## src/rtl/mem_access_stage_if.sv

```systemverilog
`default_nettype none
// ============================================================================
// Module      : mem_access_stage_if
// Description : Data-memory request/acknowledge bus between the MEM stage
//               (master) and a variable-latency data memory (slave).
//   req     master->slave  request, held high until ack
//   we      master->slave  1 store, 0 load; valid with req
//   addr    master->slave  word-aligned address
//   byte_en master->slave  store lane enables (4'b1111 on loads)
//   wdata   master->slave  lane-replicated store data
//   ack     slave->master  one-cycle acknowledge
//   rdata   slave->master  read word, valid with ack
// Revision    : 1.0 - initial release
// ============================================================================
interface mem_access_stage_if;
    logic        req;
    logic        we;
    logic [31:0] addr;
    logic [3:0]  byte_en;
    logic [31:0] wdata;
    logic        ack;
    logic [31:0] rdata;

    modport master (
        output req, we, addr, byte_en, wdata,
        input  ack, rdata
    );

    modport slave (
        input  req, we, addr, byte_en, wdata,
        output ack, rdata
    );
endinterface
`default_nettype wire

```

## src/rtl/mem_access_stage.sv

```systemverilog
`default_nettype none
// ============================================================================
// Module      : mem_access_stage
// Description : MEM pipeline stage plus MEM/WB register. Drives a
//               variable-latency data memory through a req/ack handshake,
//               aligns and extends sub-word loads, replicates store data,
//               stalls upstream while an access is outstanding and flags
//               misaligned accesses (AddrErr) and memory timeouts (BusErr).
// Ports       :
//   clk, rst_n          clock, asynchronous active-low reset
//   i_valid             EX/MEM holds a valid instruction
//   i_mem_read/write    load / store (both high = load)
//   i_mem_size          00 word, 01 half, 10 byte, 11 word
//   i_mem_signed        sign-extend sub-word loads
//   i_alu_result        effective address / ALU result
//   i_write_data        store data
//   i_pc, i_mem_to_reg, i_reg_write, i_write_reg   WB fields
//   o_stall             hold EX/MEM and earlier stages (combinational)
//   dmem                data-memory bus (master side)
//   o_valid ... o_write_reg   MEM/WB register outputs
//   o_addr_err, o_bus_err     one-cycle error pulses aligned with o_valid
// Revision    : 1.0 - initial release
// ============================================================================
module mem_access_stage #(
    parameter int TIMEOUT = 16
) (
    input  wire logic        clk,
    input  wire logic        rst_n,
    input  wire logic        i_valid,
    input  wire logic        i_mem_read,
    input  wire logic        i_mem_write,
    input  wire logic [1:0]  i_mem_size,
    input  wire logic        i_mem_signed,
    input  wire logic [31:0] i_alu_result,
    input  wire logic [31:0] i_write_data,
    input  wire logic [31:0] i_pc,
    input  wire logic [1:0]  i_mem_to_reg,
    input  wire logic        i_reg_write,
    input  wire logic [4:0]  i_write_reg,
    output logic             o_stall,
    mem_access_stage_if.master dmem,
    output logic             o_valid,
    output logic [1:0]       o_mem_to_reg,
    output logic [31:0]      o_alu_result,
    output logic [31:0]      o_read_data,
    output logic [31:0]      o_pc,
    output logic             o_reg_write,
    output logic [4:0]       o_write_reg,
    output logic             o_addr_err,
    output logic             o_bus_err
);

    localparam logic [7:0] c_CNT_LAST = 8'(TIMEOUT - 1);

    typedef enum logic [0:0] {
        S_IDLE = 1'b0,
        S_WAIT = 1'b1
    } state_t;

    state_t      r_state;
    state_t      w_state_next;
    logic [7:0]  r_cnt;
    logic        r_req;

    // Access context latched when the request is launched
    logic        r_we;
    logic [31:0] r_daddr;
    logic [3:0]  r_be;
    logic [31:0] r_wdata;
    logic [1:0]  r_off;
    logic [1:0]  r_size;
    logic        r_signed;
    logic [31:0] r_alu;
    logic [31:0] r_pc;
    logic [1:0]  r_m2r;
    logic        r_rw;
    logic [4:0]  r_wreg;

    // MEM/WB register
    logic        r_ov;
    logic [1:0]  r_om2r;
    logic [31:0] r_oalu;
    logic [31:0] r_ord;
    logic [31:0] r_opc;
    logic        r_orw;
    logic [4:0]  r_owreg;
    logic        r_oaerr;
    logic        r_oberr;

    logic        w_mem_op;
    logic        w_is_half;
    logic        w_is_byte;
    logic        w_misaligned;
    logic        w_timeout;
    logic        w_start;
    logic        w_pass;
    logic        w_misal_go;
    logic        w_ack_done;
    logic        w_to_done;
    logic [3:0]  w_be;
    logic [31:0] w_wdata;
    logic [7:0]  w_rbyte;
    logic [15:0] w_rhalf;
    logic [31:0] w_load_data;

    // ------------------------------------------------------------------
    // Input decode
    // ------------------------------------------------------------------
    assign w_mem_op  = i_mem_read | i_mem_write;
    assign w_is_half = (i_mem_size == 2'b01);
    assign w_is_byte = (i_mem_size == 2'b10);
    assign w_timeout = (r_cnt == c_CNT_LAST);

    always_comb begin
        w_misaligned = 1'b0;
        if (w_is_half) begin
            w_misaligned = i_alu_result[0];
        end else if (!w_is_byte) begin
            w_misaligned = (i_alu_result[1:0] != 2'b00);
        end
    end

    // Store lane enables and replicated data; loads enable every lane
    always_comb begin
        w_be    = 4'b1111;
        w_wdata = i_write_data;
        if (w_is_byte) begin
            w_wdata = {4{i_write_data[7:0]}};
            if (!i_mem_read) begin
                w_be = 4'b0001 << i_alu_result[1:0];
            end
        end else if (w_is_half) begin
            w_wdata = {2{i_write_data[15:0]}};
            if (!i_mem_read) begin
                w_be = i_alu_result[1] ? 4'b1100 : 4'b0011;
            end
        end
    end

    // ------------------------------------------------------------------
    // Load alignment and extension from the acknowledged word
    // ------------------------------------------------------------------
    always_comb begin
        w_rbyte = dmem.rdata[7:0];
        case (r_off)
            2'd1:    w_rbyte = dmem.rdata[15:8];
            2'd2:    w_rbyte = dmem.rdata[23:16];
            2'd3:    w_rbyte = dmem.rdata[31:24];
            default: w_rbyte = dmem.rdata[7:0];
        endcase
        w_rhalf = r_off[1] ? dmem.rdata[31:16] : dmem.rdata[15:0];
        case (r_size)
            2'b01:   w_load_data = {{16{r_signed & w_rhalf[15]}}, w_rhalf};
            2'b10:   w_load_data = {{24{r_signed & w_rbyte[7]}}, w_rbyte};
            default: w_load_data = dmem.rdata;
        endcase
    end

    // ------------------------------------------------------------------
    // FSM: next state, stall and action strobes
    // ------------------------------------------------------------------
    always_comb begin
        w_state_next = r_state;
        o_stall      = 1'b0;
        w_start      = 1'b0;
        w_pass       = 1'b0;
        w_misal_go   = 1'b0;
        w_ack_done   = 1'b0;
        w_to_done    = 1'b0;
        case (r_state)
            S_IDLE: begin
                if (i_valid) begin
                    if (!w_mem_op) begin
                        w_pass = 1'b1;
                    end else if (w_misaligned) begin
                        w_misal_go = 1'b1;
                    end else begin
                        o_stall      = 1'b1;
                        w_start      = 1'b1;
                        w_state_next = S_WAIT;
                    end
                end
            end
            S_WAIT: begin
                // An ack arriving in the timeout cycle completes normally
                if (dmem.ack) begin
                    w_ack_done   = 1'b1;
                    w_state_next = S_IDLE;
                end else if (w_timeout) begin
                    w_to_done    = 1'b1;
                    w_state_next = S_IDLE;
                end else begin
                    o_stall = 1'b1;
                end
            end
            default: w_state_next = S_IDLE;
        endcase
    end

    always_ff @(posedge clk or negedge rst_n) begin
        if (!rst_n) begin
            r_state <= S_IDLE;
            r_cnt   <= 8'd0;
            r_req   <= 1'b0;
        end else begin
            r_state <= w_state_next;
            r_req   <= (w_state_next == S_WAIT);
            if (r_state == S_WAIT && w_state_next == S_WAIT) begin
                r_cnt <= r_cnt + 8'd1;
            end else begin
                r_cnt <= 8'd0;
            end
        end
    end

    // ------------------------------------------------------------------
    // Access context capture
    // ------------------------------------------------------------------
    always_ff @(posedge clk or negedge rst_n) begin
        if (!rst_n) begin
            r_we     <= 1'b0;
            r_daddr  <= 32'd0;
            r_be     <= 4'd0;
            r_wdata  <= 32'd0;
            r_off    <= 2'd0;
            r_size   <= 2'd0;
            r_signed <= 1'b0;
            r_alu    <= 32'd0;
            r_pc     <= 32'd0;
            r_m2r    <= 2'd0;
            r_rw     <= 1'b0;
            r_wreg   <= 5'd0;
        end else if (w_start) begin
            r_we     <= i_mem_write & ~i_mem_read;
            r_daddr  <= {i_alu_result[31:2], 2'b00};
            r_be     <= w_be;
            r_wdata  <= w_wdata;
            r_off    <= i_alu_result[1:0];
            r_size   <= i_mem_size;
            r_signed <= i_mem_signed;
            r_alu    <= i_alu_result;
            r_pc     <= i_pc;
            r_m2r    <= i_mem_to_reg;
            r_rw     <= i_reg_write;
            r_wreg   <= i_write_reg;
        end
    end

    // ------------------------------------------------------------------
    // MEM/WB register; data fields hold when nothing is loaded
    // ------------------------------------------------------------------
    always_ff @(posedge clk or negedge rst_n) begin
        if (!rst_n) begin
            r_ov    <= 1'b0;
            r_om2r  <= 2'd0;
            r_oalu  <= 32'd0;
            r_ord   <= 32'd0;
            r_opc   <= 32'd0;
            r_orw   <= 1'b0;
            r_owreg <= 5'd0;
            r_oaerr <= 1'b0;
            r_oberr <= 1'b0;
        end else begin
            r_ov    <= 1'b0;
            r_orw   <= 1'b0;
            r_oaerr <= 1'b0;
            r_oberr <= 1'b0;
            if (w_pass || w_misal_go) begin
                r_ov    <= 1'b1;
                r_om2r  <= i_mem_to_reg;
                r_oalu  <= i_alu_result;
                r_ord   <= 32'd0;
                r_opc   <= i_pc;
                r_orw   <= i_reg_write & ~w_misal_go;
                r_owreg <= i_write_reg;
                r_oaerr <= w_misal_go;
            end else if (w_ack_done || w_to_done) begin
                r_ov    <= 1'b1;
                r_om2r  <= r_m2r;
                r_oalu  <= r_alu;
                r_ord   <= (w_ack_done && !r_we) ? w_load_data : 32'd0;
                r_opc   <= r_pc;
                r_orw   <= r_rw & w_ack_done;
                r_owreg <= r_wreg;
                r_oberr <= w_to_done;
            end
        end
    end

    assign dmem.req     = r_req;
    assign dmem.we      = r_we;
    assign dmem.addr    = r_daddr;
    assign dmem.byte_en = r_be;
    assign dmem.wdata   = r_wdata;

    assign o_valid      = r_ov;
    assign o_mem_to_reg = r_om2r;
    assign o_alu_result = r_oalu;
    assign o_read_data  = r_ord;
    assign o_pc         = r_opc;
    assign o_reg_write  = r_orw;
    assign o_write_reg  = r_owreg;
    assign o_addr_err   = r_oaerr;
    assign o_bus_err    = r_oberr;

endmodule
`default_nettype wire

```

## src/flat_wrapper.sv

```systemverilog
// flat-port wrapper written by rule: the top's interface ports become plain ports
module mem_access_stage_flat 
#(
    parameter int TIMEOUT = 16
)
  (clk, rst_n, i_valid, i_mem_read, i_mem_write, i_mem_size, i_mem_signed, i_alu_result, i_write_data, i_pc, i_mem_to_reg, i_reg_write, i_write_reg, o_stall, o_valid, o_mem_to_reg, o_alu_result, o_read_data, o_pc, o_reg_write, o_write_reg, o_addr_err, o_bus_err, dmem_req, dmem_we, dmem_addr, dmem_byte_en, dmem_wdata, dmem_ack, dmem_rdata);
  mem_access_stage_if dmem_i ();
  input  wire logic clk;
  input  wire logic rst_n;
  input  wire logic i_valid;
  input  wire logic i_mem_read;
  input  wire logic i_mem_write;
  input  wire logic [1:0] i_mem_size;
  input  wire logic i_mem_signed;
  input  wire logic [31:0] i_alu_result;
  input  wire logic [31:0] i_write_data;
  input  wire logic [31:0] i_pc;
  input  wire logic [1:0] i_mem_to_reg;
  input  wire logic i_reg_write;
  input  wire logic [4:0] i_write_reg;
  output logic o_stall;
  output logic o_valid;
  output logic [1:0] o_mem_to_reg;
  output logic [31:0] o_alu_result;
  output logic [31:0] o_read_data;
  output logic [31:0] o_pc;
  output logic o_reg_write;
  output logic [4:0] o_write_reg;
  output logic o_addr_err;
  output logic o_bus_err;
  output wire logic [$bits(dmem_i.req)-1:0] dmem_req;
  output wire logic [$bits(dmem_i.we)-1:0] dmem_we;
  output wire logic [$bits(dmem_i.addr)-1:0] dmem_addr;
  output wire logic [$bits(dmem_i.byte_en)-1:0] dmem_byte_en;
  output wire logic [$bits(dmem_i.wdata)-1:0] dmem_wdata;
  input wire logic [$bits(dmem_i.ack)-1:0] dmem_ack;
  input wire logic [$bits(dmem_i.rdata)-1:0] dmem_rdata;
  assign dmem_req = dmem_i.req;
  assign dmem_we = dmem_i.we;
  assign dmem_addr = dmem_i.addr;
  assign dmem_byte_en = dmem_i.byte_en;
  assign dmem_wdata = dmem_i.wdata;
  assign dmem_i.ack = dmem_ack;
  assign dmem_i.rdata = dmem_rdata;
  mem_access_stage #(.TIMEOUT(TIMEOUT)) u_core (.clk(clk), .rst_n(rst_n), .i_valid(i_valid), .i_mem_read(i_mem_read), .i_mem_write(i_mem_write), .i_mem_size(i_mem_size), .i_mem_signed(i_mem_signed), .i_alu_result(i_alu_result), .i_write_data(i_write_data), .i_pc(i_pc), .i_mem_to_reg(i_mem_to_reg), .i_reg_write(i_reg_write), .i_write_reg(i_write_reg), .o_stall(o_stall), .dmem(dmem_i), .o_valid(o_valid), .o_mem_to_reg(o_mem_to_reg), .o_alu_result(o_alu_result), .o_read_data(o_read_data), .o_pc(o_pc), .o_reg_write(o_reg_write), .o_write_reg(o_write_reg), .o_addr_err(o_addr_err), .o_bus_err(o_bus_err));
endmodule
```

## config.mk

```make
export PLATFORM = sky130hd
export DESIGN_NAME = mem_access_stage_flat
export DESIGN_NICKNAME = d
export VERILOG_FILES = /design/src/rtl/mem_access_stage_if.sv /design/src/rtl/mem_access_stage.sv /design/src/flat_wrapper.sv
export SDC_FILE = /design/constraint.sdc
export NUM_CORES = 1
export LEC_CHECK = 0
export CORE_MARGIN = 2
export CORE_UTILIZATION = 44
export DETAILED_ROUTE_END_ITERATION = 10
export GPL_TIMING_DRIVEN = 0
export PLACE_DENSITY_LB_ADDON = 0.2
export SETUP_SLACK_MARGIN = 0.02
export SYNTH_ARGS = -nofsm -noshare
export SYNTH_HDL_FRONTEND = slang
export SYNTH_SLANG_ARGS = --single-unit
```

## constraint.sdc

```tcl
create_clock -name clk -period 1.9 [get_ports clk]
set_clock_uncertainty 0.15 [all_clocks]
set_input_delay 0.285 -clock clk [delete_from_list [all_inputs] [get_ports clk]]
set_output_delay 0.285 -clock clk [all_outputs]
set_load 0.01 [all_outputs]
```

Word-level counts from Yosys, hierarchy flattened
Index checks and enable logic that the tools add are counted.

Flip-flop bits (word level): 260. Bits of input ports: 145. Output and inout port bits: 178. Word-level logic and storage cells: 99.

Add/subtract/negate cells: 1. Equality and inequality tests: 8. Shifts and indexed selects: 1. Multiplexer cells: 50. Bitwise logic cells: 9. Reduce and logical (&&, ||, !) cells: 7.

Operators with widths (count): $mux W32 (9); $pmux W32 S2 (1); $mux W1 (27); $pmux W8 S3 (1); $mux W4 (5); $mux W16 (1); $mux W5 (2); $add A8 B1 Y8 const B (1); $eq A2 B2 Y1 const B (4); $eq A8 B4 Y1 const B (1); $mux W8 (1); $eq A2 B1 Y1 const B (3); $and A1 B1 Y1 (5); $mux W2 (2); $reduce_bool A2 Y1 (2); $shl A1 B2 Y4 const A (1); $not A1 Y1 (3); $logic_and A1 B1 Y1 (2); $logic_or A1 B1 Y1 (2); $pmux W1 S2 (1); $logic_not A1 Y1 (1); $or A1 B1 Y1 (1).

Logic depth before layout (Yosys ltp)
Gate-level depths: netlist of the first run.

Depth in word-level cells: 10. Gate-level depth with buffers: 8. Gate-level depth less buffers: 6.

Least setup slack after synthesis of the first run
No wires, ideal clock.

Path kind: input to register. Start point: input port i_mem_size[0]. End point: register u_core.r_wdata[22] (netlist: u_core.dmem.wdata[22]). Library setup time: 0.128 ns. Arrival time: 1.642 ns. Required time: 1.622 ns. Setup slack: -0.020 ns. Stages: 4. Path buffers: 1. Path through: xnor2_1 clkbuf_1 mux2_1 mux2_1.

Longest elaborated chain between the ends: 7. Elaborated cells between the ends (all ways): 10. Classes of those cells: eq/ne: 2; mux: 8.

Ends and longest elaborated chain: start, declared (RTL line flat_wrapper.sv:13) `input wire logic [1:0] i_mem_size;`; $eq A2 B2 Y1 (RTL line mem_access_stage.sv:111) `assign w_is_byte = (i_mem_size == 2'b10);`; $mux W1 (RTL line mem_access_stage.sv:118) `end else if (!w_is_byte) begin`; $mux W1 (RTL line mem_access_stage.sv:116) `if (w_is_half) begin`; $mux W1 (RTL line mem_access_stage.sv:175) `end else if (w_misaligned) begin`; $mux W1 (RTL line mem_access_stage.sv:173) `if (!w_mem_op) begin`; $mux W1 (RTL line mem_access_stage.sv:172) `if (i_valid) begin`; $mux W1 (RTL line mem_access_stage.sv:170) `case (r_state)`; end signal, assigned (RTL line mem_access_stage.sv:237) `r_wdata <= w_wdata;`; end, declared (RTL line mem_access_stage.sv:69) `logic [31:0] r_wdata;`.

Parallel ways exist; a longest one is shown, timed or not. A chain may end at the register's enable or synchronous reset.

Worst setup path in the final report of the first run
Start point: register u_core.r_cnt[0]. End point: register u_core.r_oalu[13] (netlist: u_core.o_alu_result[13]).

Longest elaborated chain between the ends: 6.

Ends and longest elaborated chain: start, declared (RTL line mem_access_stage.sv:62) `logic [7:0] r_cnt;`; start signal, assigned (RTL line mem_access_stage.sv:209) `r_cnt <= r_cnt + 8'd1;`; $eq A8 B4 Y1 (RTL line mem_access_stage.sv:112) `assign w_timeout = (r_cnt == c_CNT_LAST);`; $mux W1 (RTL line mem_access_stage.sv:189) `end else if (w_timeout) begin`; $mux W1 (RTL line mem_access_stage.sv:186) `if (dmem.ack) begin`; $mux W1 (RTL line mem_access_stage.sv:170); $logic_or A1 B1 Y1 (RTL line mem_access_stage.sv:277) `end else if (w_ack_done || w_to_done) begin`; $reduce_bool A2 Y1 (no source line); end signal, assigned (RTL line mem_access_stage.sv:271) `r_oalu <= i_alu_result;`; end signal, assigned (RTL line mem_access_stage.sv:280) `r_oalu <= r_alu;`; end, declared (RTL line mem_access_stage.sv:82) `logic [31:0] r_oalu;`.

Every way passes these cells.

==> impl_results.html, run 1 <==
<table>
<tr><th>Metric</th><th>Value</th></tr>
<tr><th colspan="2">Worst setup path</th></tr>
<tr><td>Cell family with most CP delay</td><td>buffers and inverters</td></tr>
<tr><td>Kind of capture point of the worst setup path</td><td>register</td></tr>
<tr><td>Crit path buf inv count</td><td>5</td></tr>
<tr><td>Slack of the worst reg-to-reg path</td><td>-0.25 ns</td></tr>
<tr><td>Worst setup path start</td><td>u_core.r_cnt[0]</td></tr>
<tr><td>R2R Path End</td><td>u_core.o_alu_result[13]</td></tr>
<tr><td>Highest-delay cell along the critical path</td><td>sky130_fd_sc_hd__dfrtp_1</td></tr>
<tr><td>Req. time, crit path</td><td>2.20 ns</td></tr>
<tr><td>Sort of element at the start of the critical path</td><td>register</td></tr>
<tr><td>Max stage delay on crit path</td><td>0.39 ns</td></tr>
<tr><td>Origin of the critical flop-to-flop path</td><td>u_core.r_cnt[0]</td></tr>
<tr><td>Data arrival time of the worst path</td><td>around 2.5 ns</td></tr>
<tr><td>Cell chain of the critical path</td><td>ha_2, and3_4, a21o_1, buf_8, a22oi_4, buf_12, clkinv_16, buf_12, buf_16, a31oi_1</td></tr>
<tr><td>Crit. path cell count</td><td>10</td></tr>
<tr><td>Max Fanout on Critical Path</td><td>6</td></tr>
<tr><td>CP most frequent cell</td><td>sky130_fd_sc_hd__buf_12</td></tr>
<tr><td>Classification of the worst setup path</td><td>reg -&gt; reg</td></tr>
<tr><td>Critical Path Sink</td><td>u_core.o_alu_result[13]</td></tr>
<tr><td>Worst reg2reg path depth</td><td>10</td></tr>
<tr><th colspan="2">Drt</th></tr>
<tr><td>Final routed wire length divided by cell count</td><td>22.04 um</td></tr>
<tr><td>DRC marker count from the first detailed-route iteration</td><td>approximately 900</td></tr>
<tr><td>Vias per cell</td><td>5.902</td></tr>
<tr><td>Initial DRT Pass Iterations</td><td>5</td></tr>
<tr><td>Antenna-violating nets left</td><td>0</td></tr>
<tr><td>Routed wire length</td><td>38.66 mm</td></tr>
<tr><td>Number of vias after detailed routing</td><td>roughly 10k</td></tr>
<tr><td>Number of remaining DRC errors</td><td>0</td></tr>
<tr><th colspan="2">Clocking</th></tr>
<tr><td>TritonCTS buffer count</td><td>26</td></tr>
<tr><td>Root buf cell</td><td>sky130_fd_sc_hd__clkbuf_16</td></tr>
<tr><td>Clk sinks</td><td>about 230</td></tr>
<tr><td>Insertion delay of the later-clocked pin in the worst-skew pair</td><td>roughly 0.53 ns</td></tr>
<tr><td>Clock-pin slew on the worst setup and hold paths</td><td>about 0.06 ns</td></tr>
<tr><td>TritonCTS clock tree</td><td>built</td></tr>
<tr><td>H-tree depth</td><td>1</td></tr>
<tr><td>Clock tree buffer depth</td><td>3</td></tr>
<tr><th colspan="2">Synthesis</th></tr>
<tr><td>Post-synthesis sequential area ratio</td><td>between 50 and 60%</td></tr>
<tr><td>Netlist area before placement</td><td>0.01116 mm^2</td></tr>
<tr><td>Number of distinct library cells after synthesis</td><td>around 50</td></tr>
<tr><td>Share of Yosys cell area claimed by the top area cell type</td><td>51.12%</td></tr>
<tr><td>Mean cell area of the mapped netlist</td><td>11.19 um^2</td></tr>
<tr><td>Synthesis Warnings</td><td>0</td></tr>
<tr><td>Flops &amp; latches, synth</td><td>between 200 and 250</td></tr>
<tr><td>Gate count after technology mapping</td><td>roughly 1000</td></tr>
<tr><td>Cell types occupying the most area after synthesis</td><td>sky130_fd_sc_hd__dfrtp_1 (51%), sky130_fd_sc_hd__mux2_1 (8.0%), sky130_fd_sc_hd__a221oi_1 (5.7%)</td></tr>
<tr><td>Largest area contributor in the synthesized netlist</td><td>sky130_fd_sc_hd__dfrtp_1</td></tr>
<tr><th colspan="2">Power and ir drop</th></tr>
<tr><td>Power density over the cells</td><td>1125 mW/mm^2</td></tr>
<tr><td>Largest vdd supply drop</td><td>about 0.86 mV</td></tr>
<tr><td>Lkg Pwr</td><td>8.040 nW</td></tr>
<tr><th colspan="2">Global routing</th></tr>
<tr><td>Vias in the first global route</td><td>a little over 10k</td></tr>
<tr><td>Global-route wire length before repair</td><td>56.09 mm</td></tr>
<tr><td>Congestion Overflow GR</td><td>0</td></tr>
<tr><td>Antenna violations before repair</td><td>3</td></tr>
<tr><td>Maximum number of pins on one net before global-route repair</td><td>118</td></tr>
<tr><td>Total routing usage reported by global routing</td><td>26.55%</td></tr>
<tr><th colspan="2">Placement</th></tr>
<tr><td>Post-placement cell area</td><td>0.01485 mm^2</td></tr>
<tr><td>Gp weighted congestion</td><td>0.8231</td></tr>
<tr><td>Instance count after placement with tap cells included</td><td>about 1.6k</td></tr>
<tr><td>Number of I/O port buffers</td><td>roughly 320</td></tr>
<tr><td>Half-perimeter wire length after placement</td><td>between 20 and 25 mm</td></tr>
<tr><th colspan="2">Finish</th></tr>
<tr><td>Area growth syn-to-layout</td><td>60.75%</td></tr>
<tr><td>Fraction of final layout cells sized beyond drive strength 1</td><td>a little over a quarter</td></tr>
<tr><td>Number of standard cells in the final layout excluding fillers</td><td>roughly 1.8k</td></tr>
<tr><td>Summed area of non-filler cells in the final layout</td><td>roughly 0.018 mm^2</td></tr>
<tr><td>Final core utilization</td><td>71.66%</td></tr>
<tr><td>Post-layout net count</td><td>around 1.6k</td></tr>
<tr><td>Most common library cell in the layout ignoring fill and taps</td><td>sky130_fd_sc_hd__dfrtp_1</td></tr>
<tr><td>Leading cell types in the layout, fill and taps excluded</td><td>sky130_fd_sc_hd__dfrtp_1 (227), sky130_fd_sc_hd__clkdlybuf4s50_1 (154), sky130_fd_sc_hd__dlygate4sd2_1 (98)</td></tr>
<tr><th colspan="2">Floorplanning</th></tr>
<tr><td>Area of the die</td><td>around 0.027 mm^2</td></tr>
<tr><td>Initial Util</td><td>approximately 45%</td></tr>
<tr><td>Total core area</td><td>about 0.025 mm^2</td></tr>
<tr><td>Die X-Extent</td><td>~160 um</td></tr>
<tr><td>Die height</td><td>between 150 and 200 um</td></tr>
<tr><td>Total number of placement rows</td><td>58</td></tr>
<tr><td>Ports placed on the boundary</td><td>between 300 and 400</td></tr>
<tr><th colspan="2">Min path</th></tr>
<tr><td>Kind of path behind the tightest hold check</td><td>in -&gt; reg</td></tr>
<tr><th colspan="2">STA</th></tr>
<tr><td>Unrepaired setup endpoints after global routing</td><td>true</td></tr>
<tr><td>Final number of hold-violating endpoints</td><td>0</td></tr>
<tr><td>Slew at the pin closest to its max-slew limit</td><td>between 0.9 and 1 ns</td></tr>
<tr><td>Minimum period implied by the final worst setup slack</td><td>roughly 2.1 ns</td></tr>
<tr><td>Slew Limit Headroom</td><td>about two fifths</td></tr>
<tr><td>Final critical-path setup slack</td><td>-0.2475 ns</td></tr>
<tr><td>Max Freq</td><td>between 400 and 500 MHz</td></tr>
<tr><td>Setup violation total in the final timing report</td><td>about 170</td></tr>
<tr><td>Final hold slack</td><td>roughly 0.086 ns</td></tr>
<tr><td>Portion of the clock cycle consumed by the worst path in the final layout</td><td>113.0%</td></tr>
<tr><td>Slew Viols, Final</td><td>0</td></tr>
<tr><th colspan="2">Flow run</th></tr>
<tr><td>Maximum Capacitance Violations</td><td>0</td></tr>
<tr><th colspan="2">Outcome</th></tr>
<tr><td>Result of the run</td><td>complete, but fails checks</td></tr>
<tr><td>Violated checks</td><td>negative setup slack</td></tr>
</table>
worst min path at each step:
stage / cells after the start / from / end / slack [ns]
final: 2 / i_mem_size[1] / u_core.r_size[1] / 0.09
after global routing: 2 / i_mem_size[0] / u_core.r_size[0] / 0.10
after CTS: 2 / i_mem_size[1] / u_core.r_size[1] / 0.05
after detailed placement: 1 / rst_n / u_core.o_read_data[20] / 0.25
after global placement: 1 / u_core.r_cnt[0] / u_core.r_cnt[0] / 0.29
after floorplan: 0 / rst_n / u_core.dmem.addr[31] / -0.16
final cells by class:
| cell class | instances | area, um^2 |
|---|---|---|
| tap | 330 | 412.9 |
| clock buffer | 39 | 780.7 |
| inverter | 13 | 78.83 |
| timing repair inverter | 2 | 22.52 |
| multi-input combinational | 622 | 5891 |
| timing repair buffer | 377 | 3921 |
| buffer | 132 | 1050 |
| sequential | 228 | 5707 |
| antenna | 2 | 5.005 |
| clock inverter | 9 | 72.57 |
| fill | 1746 | 7096 |
where the power goes:
group	leakage (nW)	internal [mW]	switching, mW
Clock	0.425	2.96	2.02
Combinational	4.88	4.18	3.84
Sequential	2.73	6.23	0.952
Total	8.04	13.4	6.81
what timing repair did:
item | 4_1_cts | 5_1_grt
endpoints found under the hold margin | 116 | 0
gates cloned | 8 | 2
buffers inserted | 37 | 12
setup endpoints to repair | 321 | 253
resized for setup | 239 | 239
pin swaps | 20 | 21
hold buffers | 3 | 0
synth_stat cells, drive strengths merged:
cell / count
conb: 1
o22ai: 1
a21o: 5
xor2: 3
clkinv: 1
a22o: 3
a21oi: 22
clkbuf: 52
o221ai: 5
dfrtp: 228
a22oi: 9
nand4: 2
a221o: 16
nor2b: 7
o31a: 3
ha: 3
o2bb2ai: 10
buf: 83
nor4: 2
and2: 2
nand2b: 8
o21ba: 2
mux2: 136
a21boi: 1
mux2i: 4
o211ai: 6
inv: 12
a221oi: 72
o21ai: 91
xnor2: 4
a31oi: 71
and3: 2
nor2: 18
nand3: 75
nand2: 24
o21a: 8
o211a: 1
or2: 1
and3b: 3
logic make-up after synthesis:
group / Yosys count / share of synthesized area [%]
multiplexers: 140 / 14.11
other: 1 / 0.03360
XOR/XNOR: 7 / 0.5493
flip-flops: 228 / 51.12
adder cells (fa/ha/maj): 3 / 0.3364
AND/OR/NAND/NOR: 144 / 6.356
buffers and inverters: 148 / 6.917
AO/OA/AOI/OAI: 326 / 20.57
worst reg2reg max path, cell delays in order, from the launching register on:
cell,delay (ns)
sky130_fd_sc_hd__dfrtp_1,0.39
sky130_fd_sc_hd__ha_2,0.19
sky130_fd_sc_hd__and3_4,0.18
sky130_fd_sc_hd__a21o_1,0.19
sky130_fd_sc_hd__buf_8,0.14
sky130_fd_sc_hd__a22oi_4,0.17
sky130_fd_sc_hd__buf_12,0.18
sky130_fd_sc_hd__clkinv_16,0.09
sky130_fd_sc_hd__buf_12,0.14
sky130_fd_sc_hd__buf_16,0.13
sky130_fd_sc_hd__a31oi_1,0.13
stage by stage:
step,TNS [ns],power [mW],setup WS [ns]
after floorplan,0,10.38,0.01216
after global placement,-2352.30,13.94,-9.487
after detailed placement,-206.74,14.05,-1.449
after CTS,-10.12,19.19,-0.2349
after global routing,-28.35,21.15,-0.3265
final,-17.66,20.19,-0.2475
layer usage:
metal  vias to the layer above  track usage [%]  part of all wire, %
met5                         -                0                    0
met4                         0            8.488                  3.4
met3                        80            5.663                  6.9
met2                       418            43.56                   49
met1                      5232            35.21                   41
li1                       4622                -                    -
No activity file was read; power rests on OpenSTA's default activity.
==> run 2, diff against run 1 <==
Settings changed: GPL_ROUTABILITY_DRIVEN from default to 0.
==> results of run 2 <==
No change in the layout: final DEF, timing and power equal those of run 1.
